[src/rtl/instr_loader_pkg.sv]
// Shared constants and state encoding for the instruction-memory loader.
// IMEM_* defaults must track the instruction memory's own depth and base address.
package instr_loader_pkg;

    localparam int unsigned WORD_BYTES     = 4;
    localparam int unsigned BYTE_W         = 8;
    localparam int unsigned WORD_W         = 32;
    localparam int unsigned IMEM_DEPTH     = 1024;
    localparam logic [31:0] IMEM_BASE_ADDR = 32'h0000_0000;

    typedef enum logic [2:0] {
        StIdle,
        StLen,
        StData,
        StDone,
        StErr
    } state_e;

endpackage

[src/rtl/instr_loader_if.sv]
// Byte-stream input and instruction-memory write port of the loader.
// The loader connects through the slave modport; the stream source and memory use master.
interface instr_loader_if;
    import instr_loader_pkg::*;

    logic              in_valid;
    logic [BYTE_W-1:0] in_data;
    logic              in_ready;
    logic              wr_en;
    logic [WORD_W-1:0] wr_addr;
    logic [WORD_W-1:0] wr_data;

    modport master (
        output in_valid,
        output in_data,
        input  in_ready,
        input  wr_en,
        input  wr_addr,
        input  wr_data
    );

    modport slave (
        input  in_valid,
        input  in_data,
        output in_ready,
        output wr_en,
        output wr_addr,
        output wr_data
    );

endinterface

[src/rtl/instr_loader_byte_packer.sv]
// Packs accepted bytes big-endian into 32-bit words; word_valid_o pulses combinationally
// in the cycle the 4th byte of a group is accepted, with word_o holding the full word.
module instr_loader_byte_packer
    import instr_loader_pkg::*;
(
    input  logic              clk,
    input  logic              rst,
    input  logic              clear_i,
    input  logic              accept_i,
    input  logic [BYTE_W-1:0] byte_i,
    output logic              word_valid_o,
    output logic [WORD_W-1:0] word_o
);

    logic [1:0]  cnt_q, cnt_d;
    logic [23:0] sh_q, sh_d;

    always_comb begin
        cnt_d        = cnt_q;
        sh_d         = sh_q;
        word_valid_o = 1'b0;
        word_o       = {sh_q, byte_i};
        if (clear_i) begin
            cnt_d = '0;
            sh_d  = '0;
        end else if (accept_i) begin
            cnt_d = cnt_q + 2'd1;
            if (cnt_q == 2'd3) begin
                word_valid_o = 1'b1;
                sh_d         = '0;
            end else begin
                sh_d = {sh_q[15:0], byte_i};
            end
        end
    end

    always_ff @(posedge clk) begin
        if (rst) begin
            cnt_q <= '0;
            sh_q  <= '0;
        end else begin
            cnt_q <= cnt_d;
            sh_q  <= sh_d;
        end
    end

endmodule

[src/rtl/instr_loader.sv]
// Instruction-memory writer: reads a word count N then N big-endian words from a byte stream,
// writes them from BASE_ADDR upward and holds the CPU until the whole image is in place.
module instr_loader
    import instr_loader_pkg::*;
#(
    parameter int unsigned DEPTH     = IMEM_DEPTH,
    parameter logic [31:0] BASE_ADDR = IMEM_BASE_ADDR,
    parameter int unsigned CNT_W     = 11
) (
    input  logic             clk,
    input  logic             rst,
    input  logic             start,
    instr_loader_if.slave    bus,
    output logic             cpu_hold,
    output logic             done,
    output logic             err,
    output logic [CNT_W-1:0] word_cnt
);

    state_e            state_q, state_d;
    logic              in_ready_q, in_ready_d;
    logic              wr_en_q, wr_en_d;
    logic [WORD_W-1:0] wr_addr_q, wr_addr_d;
    logic [WORD_W-1:0] wr_data_q, wr_data_d;
    logic              cpu_hold_q, cpu_hold_d;
    logic              done_q, done_d;
    logic              err_q, err_d;
    logic [CNT_W-1:0]  word_cnt_q, word_cnt_d;
    logic [CNT_W-1:0]  idx_q, idx_d;
    logic [CNT_W-1:0]  n_q, n_d;

    logic              receiving;
    logic              accept;
    logic              start_go;
    logic              word_valid;
    logic [WORD_W-1:0] word;
    logic [CNT_W-1:0]  idx_next;

    // in_ready lags state by one cycle, so a byte offered in the cycle after the last
    // write can be handshaken while the FSM is already in DONE; it is dropped.
    assign receiving = (state_q == StLen) || (state_q == StData);
    assign accept    = bus.in_valid && in_ready_q && receiving;
    assign start_go  = start && !receiving;
    assign idx_next  = idx_q + CNT_W'(1);

    instr_loader_byte_packer u_packer (
        .clk          (clk),
        .rst          (rst),
        .clear_i      (start_go),
        .accept_i     (accept),
        .byte_i       (bus.in_data),
        .word_valid_o (word_valid),
        .word_o       (word)
    );

    always_comb begin
        state_d    = state_q;
        in_ready_d = receiving;
        wr_en_d    = 1'b0;
        wr_addr_d  = wr_addr_q;
        wr_data_d  = wr_data_q;
        cpu_hold_d = cpu_hold_q;
        done_d     = done_q;
        err_d      = err_q;
        word_cnt_d = word_cnt_q;
        idx_d      = idx_q;
        n_d        = n_q;
        case (state_q)
            StIdle, StDone, StErr: begin
                if (start_go) begin
                    state_d    = StLen;
                    cpu_hold_d = 1'b1;
                    done_d     = 1'b0;
                    err_d      = 1'b0;
                    word_cnt_d = '0;
                    wr_addr_d  = BASE_ADDR;
                    idx_d      = '0;
                end
            end
            StLen: begin
                if (word_valid) begin
                    if (word == '0) begin
                        state_d    = StDone;
                        done_d     = 1'b1;
                        cpu_hold_d = 1'b0;
                    end else if (word > DEPTH) begin
                        state_d = StErr;
                        err_d   = 1'b1;
                    end else begin
                        state_d = StData;
                        n_d     = word[CNT_W-1:0];
                        idx_d   = '0;
                    end
                end
            end
            StData: begin
                if (word_valid) begin
                    wr_en_d    = 1'b1;
                    wr_data_d  = word;
                    wr_addr_d  = BASE_ADDR + (32'(idx_q) << 2);
                    word_cnt_d = idx_next;
                    idx_d      = idx_next;
                    if (idx_next == n_q) begin
                        state_d    = StDone;
                        done_d     = 1'b1;
                        cpu_hold_d = 1'b0;
                    end
                end
            end
            default: state_d = StIdle;
        endcase
    end

    always_ff @(posedge clk) begin
        if (rst) begin
            state_q    <= StIdle;
            in_ready_q <= 1'b0;
            wr_en_q    <= 1'b0;
            wr_addr_q  <= BASE_ADDR;
            wr_data_q  <= '0;
            cpu_hold_q <= 1'b1;
            done_q     <= 1'b0;
            err_q      <= 1'b0;
            word_cnt_q <= '0;
            idx_q      <= '0;
            n_q        <= '0;
        end else begin
            state_q    <= state_d;
            in_ready_q <= in_ready_d;
            wr_en_q    <= wr_en_d;
            wr_addr_q  <= wr_addr_d;
            wr_data_q  <= wr_data_d;
            cpu_hold_q <= cpu_hold_d;
            done_q     <= done_d;
            err_q      <= err_d;
            word_cnt_q <= word_cnt_d;
            idx_q      <= idx_d;
            n_q        <= n_d;
        end
    end

    assign bus.in_ready = in_ready_q;
    assign bus.wr_en    = wr_en_q;
    assign bus.wr_addr  = wr_addr_q;
    assign bus.wr_data  = wr_data_q;
    assign cpu_hold     = cpu_hold_q;
    assign done         = done_q;
    assign err          = err_q;
    assign word_cnt     = word_cnt_q;

endmodule

[src/flat_wrapper.sv]
// flat-port wrapper written by rule: the top's interface ports become plain ports
module instr_loader_flat import instr_loader_pkg::*;
#(
    parameter int unsigned DEPTH     = IMEM_DEPTH,
    parameter logic [31:0] BASE_ADDR = IMEM_BASE_ADDR,
    parameter int unsigned CNT_W     = 11
)
  (clk, rst, start, cpu_hold, done, err, word_cnt, bus_in_valid, bus_in_data, bus_in_ready, bus_wr_en, bus_wr_addr, bus_wr_data);
  instr_loader_if bus_i ();
  input  logic clk;
  input  logic rst;
  input  logic start;
  output logic cpu_hold;
  output logic done;
  output logic err;
  output logic [CNT_W-1:0] word_cnt;
  input wire logic [$bits(bus_i.in_valid)-1:0] bus_in_valid;
  input wire logic [$bits(bus_i.in_data)-1:0] bus_in_data;
  output wire logic [$bits(bus_i.in_ready)-1:0] bus_in_ready;
  output wire logic [$bits(bus_i.wr_en)-1:0] bus_wr_en;
  output wire logic [$bits(bus_i.wr_addr)-1:0] bus_wr_addr;
  output wire logic [$bits(bus_i.wr_data)-1:0] bus_wr_data;
  assign bus_i.in_valid = bus_in_valid;
  assign bus_i.in_data = bus_in_data;
  assign bus_in_ready = bus_i.in_ready;
  assign bus_wr_en = bus_i.wr_en;
  assign bus_wr_addr = bus_i.wr_addr;
  assign bus_wr_data = bus_i.wr_data;
  instr_loader #(.DEPTH(DEPTH), .BASE_ADDR(BASE_ADDR), .CNT_W(CNT_W)) u_core (.clk(clk), .rst(rst), .start(start), .bus(bus_i), .cpu_hold(cpu_hold), .done(done), .err(err), .word_cnt(word_cnt));
endmodule
[config.mk]
export PLATFORM = sky130hd
export DESIGN_NAME = instr_loader_flat
export DESIGN_NICKNAME = d
export VERILOG_FILES = /design/src/rtl/instr_loader_pkg.sv /design/src/rtl/instr_loader_if.sv /design/src/rtl/instr_loader_byte_packer.sv /design/src/rtl/instr_loader.sv /design/src/flat_wrapper.sv
export SDC_FILE = /design/constraint.sdc
export NUM_CORES = 1
export LEC_CHECK = 0
export CAP_MARGIN = 20
export CORE_MARGIN = 8
export CORE_UTILIZATION = 55
export DETAILED_ROUTE_END_ITERATION = 7
export HOLD_SLACK_MARGIN = 0.03
export PLACE_DENSITY = 0.93
export SLEW_MARGIN = 20
export SYNTH_ARGS = -nofsm -noshare
export SYNTH_HDL_FRONTEND = slang
export SYNTH_HIERARCHICAL = 1
export SYNTH_SLANG_ARGS = --single-unit
[constraint.sdc]
create_clock -name clk -period 6.5 [get_ports clk]
set_input_delay 1.3 -clock clk [delete_from_list [all_inputs] [get_ports clk]]
set_output_delay 1.3 -clock clk [all_outputs]
set_load 0.05 [all_outputs]
[Word level (Yosys, flattened, before mapping)]
Cells that the tools add are included.
Word-level totals
  bits in registers: 131
  input port bits: 12
  output and inout port bits: 80
  logic and storage cells: 91
Cells by class
  add/subtract/negate cells: 2
  $lt $le $gt $ge: 1
  equality and inequality tests: 14
  muxes and demuxes: 38
  bitwise logic cells: 3
  reduce and logical (&&, ||, !) cells: 20
Operators with widths (count)
  32-bit 2-to-1 mux: 2
  32-bit one-hot mux with 2 select lines: 1
  11-bit 2-to-1 mux: 5
  11-bit one-hot mux with 3 select lines: 1
  32-bit by 11-bit greater-than comparator with 1-bit output (second input constant): 1
  32-bit zero test: 1
  24-bit 2-to-1 mux: 1
  11-bit one-hot mux with 2 select lines: 1
  3-bit 2-to-1 mux: 6
  1-bit 2-to-1 mux: 17
  2-bit inequality test (second input constant): 7
  6-bit AND reduction: 2
  11-bit by 1-bit adder with 11-bit output (second input constant): 1
  11-bit == test: 1
  3-bit one-hot mux with 3 select lines: 1
  4-bit AND reduction: 2
  3-bit by 2-bit == test with 1-bit output (second input constant): 2
  1-bit one-hot mux with 3 select lines: 2
  5-bit AND reduction: 1
  2-bit nonzero test: 2
  2-bit OR reduction: 2
  3-bit by 1-bit == test with 1-bit output (second input constant): 1
  3-bit == test (second input constant): 1
  1-bit logical AND: 3
  12 further kinds: 14

[Depth between registers and ports, before layout]
  depth after elaboration: 7
  gate-level depth with buffers: 14
  mapped depth without buffers: 12

[Hierarchy]
Netlist, hierarchy kept.
Modules (own cells, without submodules)
  instr_loader: times used 1, cells an instance 483, area an instance 3905.0 sq um, sequential area each 1681.6 sq um
  instr_loader_byte_packer: times used 1, cells an instance 124, area an instance 1218.7 sq um, sequential area each 520.5 sq um

[Least setup slack after synthesis]
No wires, ideal clock.
  path type: input -> register
  from: in bus_in_data[4]
  to: reg u_core.n_q[10]
  setup time: 128 ps
  data arrival time: 3101 ps
  data required time: 6372 ps
  setup slack: 3271 ps
  stages: 9
  buffers on the path: 2
  path through: buf_4 nor4_1 nand3_1 a2111oi_2 o21ai_1 or3_4 buf_6 mux2i_1 nor2_1
Between the ends
  longest elaborated chain between the ends: 3
  elaborated cells on any way between the ends: 5
  classes of those cells: order compare (1); bitwise (2); reduce/logical (2)
RTL lines
  start, declared: RTL line flat_wrapper.sv:18  | input wire logic [$bits(bus_i.in_data)-1:0] bus_in_data;
  32-bit by 11-bit greater-than comparator with 1-bit output or 32-bit zero test (tied branches): RTL line instr_loader.sv:86, instr_loader.sv:82
  1-bit inverter (no source line)
  4-bit AND reduction (no source line) (*)
  end signal, assigned: RTL line instr_loader.sv:138  | n_q <= n_d;
  end, declared: RTL line instr_loader.sv:30  | logic [CNT_W-1:0] n_q, n_d;
Mark *: on every way between the ends. The rest lies on a longest branch, timed or not.
A chain may end at the register's enable or synchronous reset.

[Final worst setup path]
  from: in bus_in_valid
  to: reg u_core.wr_data_q[11], in the netlist u_core/bus.wr_data[11]
Between the ends
  longest elaborated chain between the ends: 5
RTL lines
  start, declared: RTL line flat_wrapper.sv:17  | input wire logic [$bits(bus_i.in_valid)-1:0] bus_in_valid;
  1-bit logical AND (2 in series): RTL line instr_loader.sv:42  | assign accept = bus.in_valid && in_ready_q && receiving;
  net u_core.accept: RTL line instr_loader.sv:33  | logic accept;
  1-bit 2-to-1 mux: RTL line instr_loader_byte_packer.sv:26  | end else if (accept_i) begin
  1-bit 2-to-1 mux: RTL line instr_loader_byte_packer.sv:23  | if (clear_i) begin
  net u_core.word_valid: RTL line instr_loader.sv:35  | logic word_valid;
  2-bit AND reduction (no source line)
  end signal, assigned: RTL line instr_loader.sv:132  | wr_data_q <= wr_data_d;
  end, declared: RTL line instr_loader.sv:24  | logic [WORD_W-1:0] wr_data_q, wr_data_d;
The timed path passes the listed nets, and every way through them passes these cells.

==> impl_metrics.py <==
metrics = {
    "outcome": {
        "status": "finished, final reports clean",
    },
    "power_and_ir_drop": {
        "pwr-share-clk_pct": 28.2,
        "combPwrFrac_pct": 24.8,
        "seqPwrFrac_pct": 47.0,
        "leakage_nw": 1.97,
        "sw_frac_of_total_pct": 35.3,
        "intPower_w": 0.000987,
        "p_per_area_nw_per_um2": 261,
        "switching_power_w": 0.000538,
        "max-vdd-ir-drop_uv": 138,
    },
    "final_layout": {
        "num-nets-final": 652,
        "mostFrequentLayoutCell": "dfxtp_1",
        "fin_area_sq_um": 5850,
        "layout_common_cells": "dfxtp_1, nand2_1, clkdlybuf4s50_1, a21oi_1, nor2_1",
        "layout-drive-gt1-share_pct": 7.47,
        "insertedDiodeCount": 0,
        "syn2layout_area_growth_pct": 14.2,
    },
    "clock_tree": {
        "cts.sinks": 110,
        "ctsHoldBuffers": 0,
        "cts_inserted_buffers": 9,
        "cts.repair.resized": 0,
        "clkSlewWorstSetupHoldPaths_ps": 110,
        "htreeDepth": 3,
        "cts.root.buffer_cell": "clkbuf_8",
        "clockBufferDepth": 2,
        "clk_latency_ps": 380,
        "postCtsSetupBuffers": 0,
        "cts_tree": "yes",
    },
    "detailed_routing": {
        "wl_per_cell_um": 16.2,
        "finalWirelength_mm": 12.2,
        "via_per_inst": 5.70,
        "routed-via-count": 4297,
        "drt_iter0_markers": 273,
        "postRouteAntennaNets": 0,
        "drtPass1Iterations": 5,
        "drcViolationCount": 0,
    },
    "timing": {
        "fin_skew_ps": 11.7,
        "min_period_ps": 3980,
        "relSlewSlack_pct": 43.7,
        "finalSetupTns_ps": 0,
        "slew_viol_final": 0,
        "hold_viol": 0,
        "max_freq_mhz": 251,
        "grt_setup_unrepaired": "false",
        "tightest_slew_ps": 845,
        "setup_slack_ps": 2520,
        "setup_violations": 0,
        "finalCritPeriodShare_pct": 61.3,
    },
    "placement": {
        "dpl_cell_area_sq_um": 5620,
        "gp_congestion": 0.893,
        "pre_cts_ws_ps": 1820,
        "io_buffers": 70,
        "hpwl_mm": 8.56,
    },
    "yosys": {
        "ys_types": 55,
        "ys_warn_count": 6,
        "synth_edf_count": 0,
        "avgSynthCellArea_sq_um": 8.44,
        "synth-seq-cells": 110,
        "netlist_instances": 607,
        "yosysSeqAreaShare_pct": 43.0,
        "synthFlopType": "dfxtp_1",
        "syn_area_sq_um": 5120,
        "async_flop_share_pct": 0,
    },
    "global_routing": {
        "grt_max_degree": 86,
        "track_usage_pct": 19.1,
        "antenna_found_initial": 0,
        "grt_pass1_wl_mm": 20.1,
        "overflow": 0,
        "grt_pass1_vias": 4088,
    },
    "worst_setup_path": {
        "worstSetupPathType": "in -> reg",
        "required_ps": 6800,
        "crit_fanout": 51,
        "cp.arrival_ps": 4290,
        "endpoint_kind": "flip-flop",
        "start_kind": "input pin",
    },
    "die": {
        "die_area_sq_um": 12700,
        "die_y_um": 113,
        "fp.dieW_um": 113,
        "core-area_sq_um": 9150,
        "rows": 35,
        "initial_core_util_pct": 56.0,
        "pin_count": 92,
    },
    "flow_run": {
        "drv_cap": 0,
    },
    "min_path": {
        "hold_class": "reg -> reg",
    },
}
[stage by stage]
stage | instances | power, W | hold slack (ps) | utilization [%]
floorplan | 627 | 0.00103 | 445 | -
global placement | 736 | 0.00108 | 445 | 61.3
detailed placement | 737 | 0.00109 | 447 | 61.4
CTS | 753 | 0.00152 | 463 | 63.7
global route | 754 | 0.00159 | 483 | 63.9
finish | 754 | 0.00153 | 459 | 63.9
[flip-flops by register name (all words and copies together), names as in the netlist]
name / flops
u_core/bus.wr_data: 32
u_core/u_packer/sh_q: 24
u_core/word_cnt: 11
u_core/done: 1
u_core/bus.wr_en: 1
u_core/u_packer/cnt_q: 2
u_core/state_q: 3
u_core/idx_q: 11
u_core/bus.wr_addr: 11
u_core/cpu_hold: 1
u_core/err: 1
u_core/bus.in_ready: 1
u_core/n_q: 11
[per-layer routing]
metal  track usage [%]  wire length [um]
met1              22.1              5170
met2              33.6              6110
met3              4.83               733
met4              6.29               198
met5                 0                 0
[cells in the mapped netlist, types with 2 or more instances]
master       n  area share, %
dfxtp_1    110             43
nand2_1     83            6.1
a21oi_1     66            6.4
nor2_1      57            4.2
buf_4       32            4.7
nand2b_1    28            3.4
nand3b_1    25            3.7
clkbuf_1    24            1.8
a22oi_1     19            2.8
a21oi_2     18            3.1
mux2i_1     15            2.9
buf_2       14            1.4
xnor2_1     14            2.4
o21ai_0     11            1.1
nor3_1       8           0.78
or3_1        8           0.98
nor2b_1      7           0.85
inv_1        6           0.44
nor4_1       6           0.73
nand3_1      5           0.49
and3_1       3           0.37
buf_6        3           0.66
or2_2        3           0.37
a2111oi_0    2           0.34
a2bb2oi_1    2           0.34
and4_1       2           0.34
ha_1         2           0.49
nand4_1      2           0.24
o2111a_1     2           0.44
o2111ai_1    2           0.34
o32a_1       2           0.39
or4_1        2           0.29
xor2_1       2           0.34
[cell families (layout without fill, tap and decap cells)]
| family | count (synthesis) | count (layout) | share of synthesized area [%] |
|---|---|---|---|
| XOR/XNOR | 16 | 16 | 2.74 |
| multiplexers | 16 | 16 | 3.15 |
| AND/OR/NAND/NOR | 246 | 246 | 24.2 |
| buffers and inverters | 81 | 97 | 9.30 |
| flip-flops | 110 | 110 | 43.0 |
| adder cells (fa/ha/maj) | 2 | 2 | 0.488 |
| other | 1 | 21 | 0.0732 |
| AO/OA/AOI/OAI | 135 | 135 | 17.1 |
[area by class of cell]
class,instances,area (sq um)
fill,754,3300
multi-input combinational,436,2530
sequential,110,2200
timing repair buffer,75,753
tap,111,139
clock buffer,10,128
clock inverter,6,78.8
inverter,6,22.5
[final timing paths]
kind | from | to | slack (ps) | depth (start not counted)
worst max-delay path | bus_in_valid | u_core/bus.wr_data[11] | 2520 | 12
worst min-delay path | u_core/bus.wr_data[16] | u_core/bus.wr_data[16] | 460 | 2
worst max register to register | u_core/state_q[1] | u_core/bus.wr_data[11] | 2950 | 14
worst min register to register | u_core/bus.wr_data[16] | u_core/bus.wr_data[16] | 460 | 2
[power groups by stage]
stage	registers (W)	logic (W)	clock network, W
floorplan	0.000769	0.000260	0
global placement	0.000729	0.000346	0
detailed placement	0.000731	0.000362	0
CTS	0.000716	0.000365	0.000438
global route	0.000720	0.000405	0.000467
finish	0.000717	0.000378	0.000431
[worst max-delay path: stages]
cell,delay (ps)
clkdlybuf4s50_1,450
and3_1,150
buf_4,360
nand2_1,90
nor2_1,210
mux2i_1,150
a2bb2oi_1,310
o22ai_1,290
nor2_4,460
buf_12,250
nand2_1,80
a21oi_1,150
No activity file was read; power rests on OpenSTA's default activity.
